$ cat src/rtl/ram_arbiter.sv
// Three-port arbiter and access sequencer for the shared single-port program/data RAM.
// One registered access per three-cycle slot; fixed LD > CPU > PNL priority with a PNL starvation guard.
module ram_arbiter #(
  parameter int ADDR_WIDTH = 8,
  parameter int DATA_WIDTH = 12,
  parameter int MAX_WAIT   = 4
) (
  input  logic                  clk,
  input  logic                  rst_n,
  input  logic                  ld_req,
  input  logic                  ld_we,
  input  logic [ADDR_WIDTH-1:0] ld_addr,
  input  logic [DATA_WIDTH-1:0] ld_wdata,
  output logic                  ld_ack,
  output logic [DATA_WIDTH-1:0] ld_rdata,
  input  logic                  cpu_req,
  input  logic                  cpu_we,
  input  logic [ADDR_WIDTH-1:0] cpu_addr,
  input  logic [DATA_WIDTH-1:0] cpu_wdata,
  output logic                  cpu_ack,
  output logic [DATA_WIDTH-1:0] cpu_rdata,
  input  logic                  pnl_req,
  input  logic                  pnl_we,
  input  logic [ADDR_WIDTH-1:0] pnl_addr,
  input  logic [DATA_WIDTH-1:0] pnl_wdata,
  output logic                  pnl_ack,
  output logic [DATA_WIDTH-1:0] pnl_rdata,
  output logic [ADDR_WIDTH-1:0] ram_addr,
  output logic [DATA_WIDTH-1:0] ram_din,
  output logic                  ram_we,
  input  logic [DATA_WIDTH-1:0] ram_dout,
  output logic                  busy
);

  // state | meaning
  // IDLE  | waiting for a request; arbitration happens on the edge leaving here
  // SERVE | RAM address/data/we driven for the granted requester
  // ACK   | winner's ack pulses; read data already captured
  localparam logic [1:0] IDLE  = 2'd0;
  localparam logic [1:0] SERVE = 2'd1;
  localparam logic [1:0] ACK   = 2'd2;

  localparam logic [1:0] W_LD  = 2'd0;
  localparam logic [1:0] W_CPU = 2'd1;
  localparam logic [1:0] W_PNL = 2'd2;

  localparam logic [3:0] WAIT_LIMIT = 4'(MAX_WAIT);

  logic [1:0]            state;
  logic [1:0]            win;
  logic [3:0]            starve;
  logic [1:0]            pick;
  logic                  any_req;
  logic                  force_pnl;
  logic [ADDR_WIDTH-1:0] sel_addr;
  logic [DATA_WIDTH-1:0] sel_din;
  logic                  sel_we;

  assign any_req   = ld_req | cpu_req | pnl_req;
  // LD is never overridden; only CPU yields to a starved PNL
  assign force_pnl = pnl_req && !ld_req && (starve == WAIT_LIMIT);
  assign busy      = (state == SERVE) || (state == ACK);

  always_comb begin
    pick = W_PNL;
    if (ld_req)
      pick = W_LD;
    else if (cpu_req && !force_pnl)
      pick = W_CPU;
  end

  always_comb begin
    sel_addr = pnl_addr;
    sel_din  = pnl_wdata;
    sel_we   = pnl_we;
    case (pick)
      W_LD: begin
        sel_addr = ld_addr;
        sel_din  = ld_wdata;
        sel_we   = ld_we;
      end
      W_CPU: begin
        sel_addr = cpu_addr;
        sel_din  = cpu_wdata;
        sel_we   = cpu_we;
      end
      default: ;
    endcase
  end

  always_ff @(posedge clk) begin
    if (!rst_n) begin
      state     <= IDLE;
      win       <= W_LD;
      starve    <= 4'd0;
      ram_addr  <= '0;
      ram_din   <= '0;
      ram_we    <= 1'b0;
      ld_ack    <= 1'b0;
      cpu_ack   <= 1'b0;
      pnl_ack   <= 1'b0;
      ld_rdata  <= '0;
      cpu_rdata <= '0;
      pnl_rdata <= '0;
    end else begin
      ld_ack  <= 1'b0;
      cpu_ack <= 1'b0;
      pnl_ack <= 1'b0;
      ram_we  <= 1'b0;
      case (state)
        IDLE: begin
          if (any_req) begin
            state    <= SERVE;
            win      <= pick;
            ram_addr <= sel_addr;
            ram_din  <= sel_din;
            ram_we   <= sel_we;
            if (!pnl_req || pick == W_PNL)
              starve <= 4'd0;
            else if (pick == W_CPU)
              starve <= starve + 4'd1;
          end
        end
        SERVE: begin
          state <= ACK;
          // ram_we here is the registered enable of the access in flight
          case (win)
            W_LD: begin
              ld_ack <= 1'b1;
              if (!ram_we) ld_rdata <= ram_dout;
            end
            W_CPU: begin
              cpu_ack <= 1'b1;
              if (!ram_we) cpu_rdata <= ram_dout;
            end
            default: begin
              pnl_ack <= 1'b1;
              if (!ram_we) pnl_rdata <= ram_dout;
            end
          endcase
        end
        ACK:     state <= IDLE;
        default: state <= IDLE;
      endcase
    end
  end

endmodule

$ cat config.mk
export PLATFORM = sky130hd
export DESIGN_NAME = ram_arbiter
export DESIGN_NICKNAME = d
export VERILOG_FILES = /design/src/rtl/ram_arbiter.sv
export SDC_FILE = /design/constraint.sdc
export NUM_CORES = 1
export LEC_CHECK = 0
export ABC_AREA = 1
export BUFFER_PORTS_ARGS = -buffer_cell sky130_fd_sc_hd__buf_4
export CAP_MARGIN = 25
export CELL_PAD_IN_SITES_DETAIL_PLACEMENT = 1
export CELL_PAD_IN_SITES_GLOBAL_PLACEMENT = 1
export CORE_ASPECT_RATIO = 0.7
export CORE_MARGIN = 4
export CORE_UTILIZATION = 32
export DETAILED_ROUTE_END_ITERATION = 16
export PLACE_DENSITY_LB_ADDON = 0.1
export SETUP_SLACK_MARGIN = 0.02
export SYNTH_ARGS = -nofsm -noshare
export SYNTH_HDL_FRONTEND = slang
export SYNTH_SLANG_ARGS = --single-unit
$ cat constraint.sdc
create_clock -name clk -period 1.5 [get_ports clk]
set_input_delay 0.45 -clock clk [delete_from_list [all_inputs] [get_ports clk]]
set_output_delay 0.45 -clock clk [all_outputs]
set_load 0.01 [all_outputs]
# Yosys cells after proc, flatten, opt, wreduce, memory -nomap -nowiden
# Cells that the tools add are included.
# op_classes
addsub	1
n_eq_ne	7
mux	12
bitwise	4
n_reduce_logical	20
# ops
operator	count
one-hot mux 12 bit (2 select lines)	1
one-hot mux 8 bit (2 select lines)	1
AND reduction 3 bit	5
two-way mux 4 bit	2
== test 2 x 1 -> 1 bit (second input constant)	3
logical NOT 2 bit	3
two-way mux 2 bit	3
adder 4 x 1 -> 4 bit (second input constant)	1
== test 2 bit (second input constant)	2
== test 4 x 3 -> 1 bit (second input constant)	1
one-hot mux 2 bit (2 select lines)	1
AND reduction 2 bit	2
logical AND 1 bit	3
logical NOT 1 bit	3
two-way mux 1 bit	3
logical OR 1 bit	2
inequality test 2 bit (second input constant)	1
NOT 1 bit	2
bitwise OR 1 bit	2
one-hot mux 1 bit (2 select lines)	1
nonzero test 2 bit	1
OR reduction 2 bit	1
# word_totals
regBits	68
input_bits	80
out_inout_bits	61
elab_cells	56

# Longest topological paths before layout
# logic_depth
ltp_word	11
ltp_mapped	10
mapped_depth_nobuf	9

# Worst setup path after synthesis
# No wires, ideal clock.
# synth_path
path_kind	in2reg
from	input cpu_req
to	register ram_addr[5]
setup_time_ns	0.109
t_arrival_ns	1.293
t_required_ns	1.391
slack_ns	0.098
stages	10
path_buffers	2
path_cell_list	buf_2 > nor2_2 > nand2_2 > nand2_2 > inv_4 > buf_6 > nor2_1 > nor2_1 > nand2_1 > inv_1
# synth_between
elab_chain_len	5
elab_cells_between_ends	9
# synth_rtl
item	line_no	source
from (decl)	16	input logic cpu_req,
logical AND 1 bit	68	else if (cpu_req && !force_pnl)
two-way mux 2 bit	68	
two-way mux 2 bit	66	if (ld_req)
== test 2 x 1 -> 1 bit / logical NOT 2 bit (equally long branches)	76	case (pick)
one-hot mux 8 bit (2 select lines)	76	
to (signal assigned)	115	ram_addr <= sel_addr;
to (decl)	28	output logic [ADDR_WIDTH-1:0] ram_addr,
# Parallel ways exist; a longest one is shown, timed or not.
# A chain may end at the register's enable or synchronous reset.

# Worst setup path in the final report
# layout_path
from	register state[0]
to	output busy
# layout_between
elab_chain_len	2
elab_cells_between_ends	3
# layout_rtl
item	line_no	source
from (decl)	49	logic [1:0] state;
from (signal assigned)	93	state <= IDLE;
from (signal assigned)	113	state <= SERVE;
from (signal assigned)	125	state <= ACK;
== test 2 x 1 -> 1 bit / == test 2 bit (equally long branches)	62	assign busy = (state == SERVE) || (state == ACK);
logical OR 1 bit *	62	
to (decl)	32	output logic busy
# Every way passes the cells marked *; elsewhere a longest branch is shown, timed or not.

==> reports/metrics.yaml <==
routing:
  wl_um: 11320
  drc: 0
  wl_per_cell_um: 15.01
  first_pass_iters: 4
  drt_iter0_drc: 167
  vias_per_cell: 4.711
  drtAntennaViolNets: 0
  vias: 3552
synth:
  synthesis.area_mm2: 0.003169
  ys_seq_elements: 68
  ys_seq_area_share_pct: 42.95
  ys_types: 24
  synth_nets: 557
  synthTopCellsByArea: "dfxtp_1 (43%), nand2_1 (13%), nor2_1 (11%)"
  synth_top_area_share_pct: 42.95
  yosysWarnings: 0
  syn_area_per_cell_um2: 6.715
  yosys.area.top_type: "dfxtp_1"
  syn_inst: 472
floorplanning:
  rows: 30
  die_width_um: 126.9
  initial_core_util_pct: 32.73
  coreArea_mm2: 0.009684
  pin_count: 141
  die_h_um: 91.27
  die_area_mm2: 0.01159
finish:
  final_cell_mix: "buf_4 (162), nand2_1 (109), nor2_1 (93)"
  multi_input_area_mm2: 0.001562
  fillers: 1235
  post-route-util_pct: 50.03
  seqCellArea_mm2: 0.001366
  syn_to_final_growth_pct: 52.86
  drive_above_1_share_pct: 33.23
  final_common_cell: "buf_4"
  fin_area_mm2: 0.004845
  diodes: 0
  nets: 706
placement:
  dpl-instance-area_mm2: 0.004469
  globalplace.congestion: 0.7979
  numPortBuffers: 140
  place_ws_ns: -0.09342
  dp_hpwl_um: 8925
timing:
  max_freq_mhz: 650.5
  drv_slew: 0
  fin_hold_ws_ns: 0.3908
  period_share_pct: 102.5
  skew_ns: 0.006095
  setup_violations: 1
  hold_violations: 0
  fin_crit_ns: 1.537
  slew_headroom_pct: 81.27
  tightest_slew_ns: 0.2787
  fin_ws_ns: -0.03734
  rsz0062_at_grt: "true"
setup_path:
  rrSetupSlack_ns: 0.08
  path_max_fanout: 4
  cp_data_arrival_time_ns: 1.09
  cp_data_required_time_ns: 1.05
  max_stage_delay_ns: 0.37
  critical-path-slowest-cell: "dfxtp_4"
  crit_type: "register to primary output"
  path_cells: "inv_4, ha_4, buf_6"
  crit_path_end_kind: "primary output"
  start_kind: "register"
power:
  p_sw_mw: 1.615
  power_density_mw_per_mm2: 1136
  sequentialPowerShare_pct: 37.4
  ir_worst_vdd_mv: 0.5464
  p_int_mw: 3.888
  switching_share_pct: 29.35
  clkPwrFrac_pct: 38.9
  combPwrFrac_pct: 23.7
  static-leakage-power_nw: 2.420
clocking:
  clockRootBuffer: "clkbuf_16"
  clkTransAtPathRegs_ns: 0.06
  postCtsHoldBufs: 0
  cts.sinks: 68
  cts_tree: "done"
  clock_path_buffers: 2
  clk_latency_ns: 0.33
  numCtsBuffers: 9
  htree_levels: 3
global_routing:
  antenna_found_initial: 0
  gr-total-overflow: 0
  grt_use_total_pct: 20.00
  grt_pass1_wl_um: 18680
  grt_max_degree: 22
  grt_pass1_vias: 3666
min_path:
  hp-class: "input pin to register"
flow_run:
  cap_violations: 0
status:
  status: "finished, violations left"
  violations: "setup timing"
## power by group through the flow
stage | Clock (mW) | Combinational, mW | Sequential [mW]
global placement | 0 | 1.24 | 2.09
finish | 2.14 | 1.30 | 2.06
detailed placement | 0 | 1.28 | 2.09
floorplan | 0 | 0.574 | 2.15
CTS | 2.19 | 1.30 | 2.06
global route | 2.27 | 1.47 | 2.08
## flip-flops by register name, indices dropped and copies added (netlist names)
| signal | cells |
|---|---|
| cpu_ack | 1 |
| ram_we | 1 |
| state | 2 |
| ld_ack | 1 |
| ld_rdata | 12 |
| starve | 4 |
| ram_din | 12 |
| ram_addr | 8 |
| win | 2 |
| pnl_ack | 1 |
| pnl_rdata | 12 |
| cpu_rdata | 12 |
## path summary, 6_finish.rpt
kind,startpoint,endpoint,cells after the start
max,state[0],busy,3
min,ram_dout[9],ld_rdata[9],3
max reg2reg,state[1],ld_rdata[11],8
min reg2reg,pnl_rdata[4],pnl_rdata[4],2
## critical path: cells and delay by family (launching register included)
family / cells / cell delay [ns]
buffers and inverters: 2 / 0.13
flip-flops: 1 / 0.37
adder cells (fa/ha/maj): 1 / 0.26
## metrics by stage
stage / total power [mW] / setup TNS, ns / cells
after floorplan: 2.720 / 0 / 472
after global placement: 3.326 / 0 / 737
after detailed placement: 3.370 / -0.9664 / 737
after CTS: 5.559 / -0.05823 / 753
after global routing: 5.821 / -0.2713 / 754
final: 5.504 / -0.03734 / 754
## cell usage after synthesis (all sizes together)
cell,instances
nand4,6
nor2,95
clkbuf,14
clkinv,1
o211ai,1
buf,15
nand2,115
nor3,4
inv,37
a21oi,23
ha,5
dfxtp,68
o21ai,27
nand3,61
## logic make-up after synthesis
kind of cell,share of synthesized area [%]
AND/OR/NAND/NOR,37.43
flip-flops,42.95
buffers and inverters,9.514
AO/OA/AOI/OAI,8.133
adder cells (fa/ha/maj),1.974
## routing by layer
metal / vias up / GRT usage, % / part of all wire, %
met5: - / 0 / 0
met4: 0 / 4.018 / 0.67
met3: 6 / 5.820 / 5.7
met2: 83 / 31.16 / 45
met1: 1670 / 27.60 / 49
li1: 1793 / - / -
## what timing repair did
| item | in CTS | in global routing |
|---|---|---|
| setup endpoints to repair | 24 | 54 |
| gates cloned | 0 | 0 |
| hold endpoints to repair | 0 | 0 |
| pin swaps | 1 | 2 |
| gates resized for setup | 12 | 19 |
| setup buffers | 0 | 1 |
## cell type report
| type | instances | area share, % |
|---|---|---|
| multi-input cells | 337 | 32.23 |
| flip-flops and latches | 68 | 28.20 |
| repair buffers | 167 | 26.99 |
| clock buffers | 9 | 4.649 |
| well taps | 128 | 3.306 |
| inverters | 38 | 3.048 |
| clock inverters | 7 | 1.575 |
No activity file was read; power rests on OpenSTA's default activity.
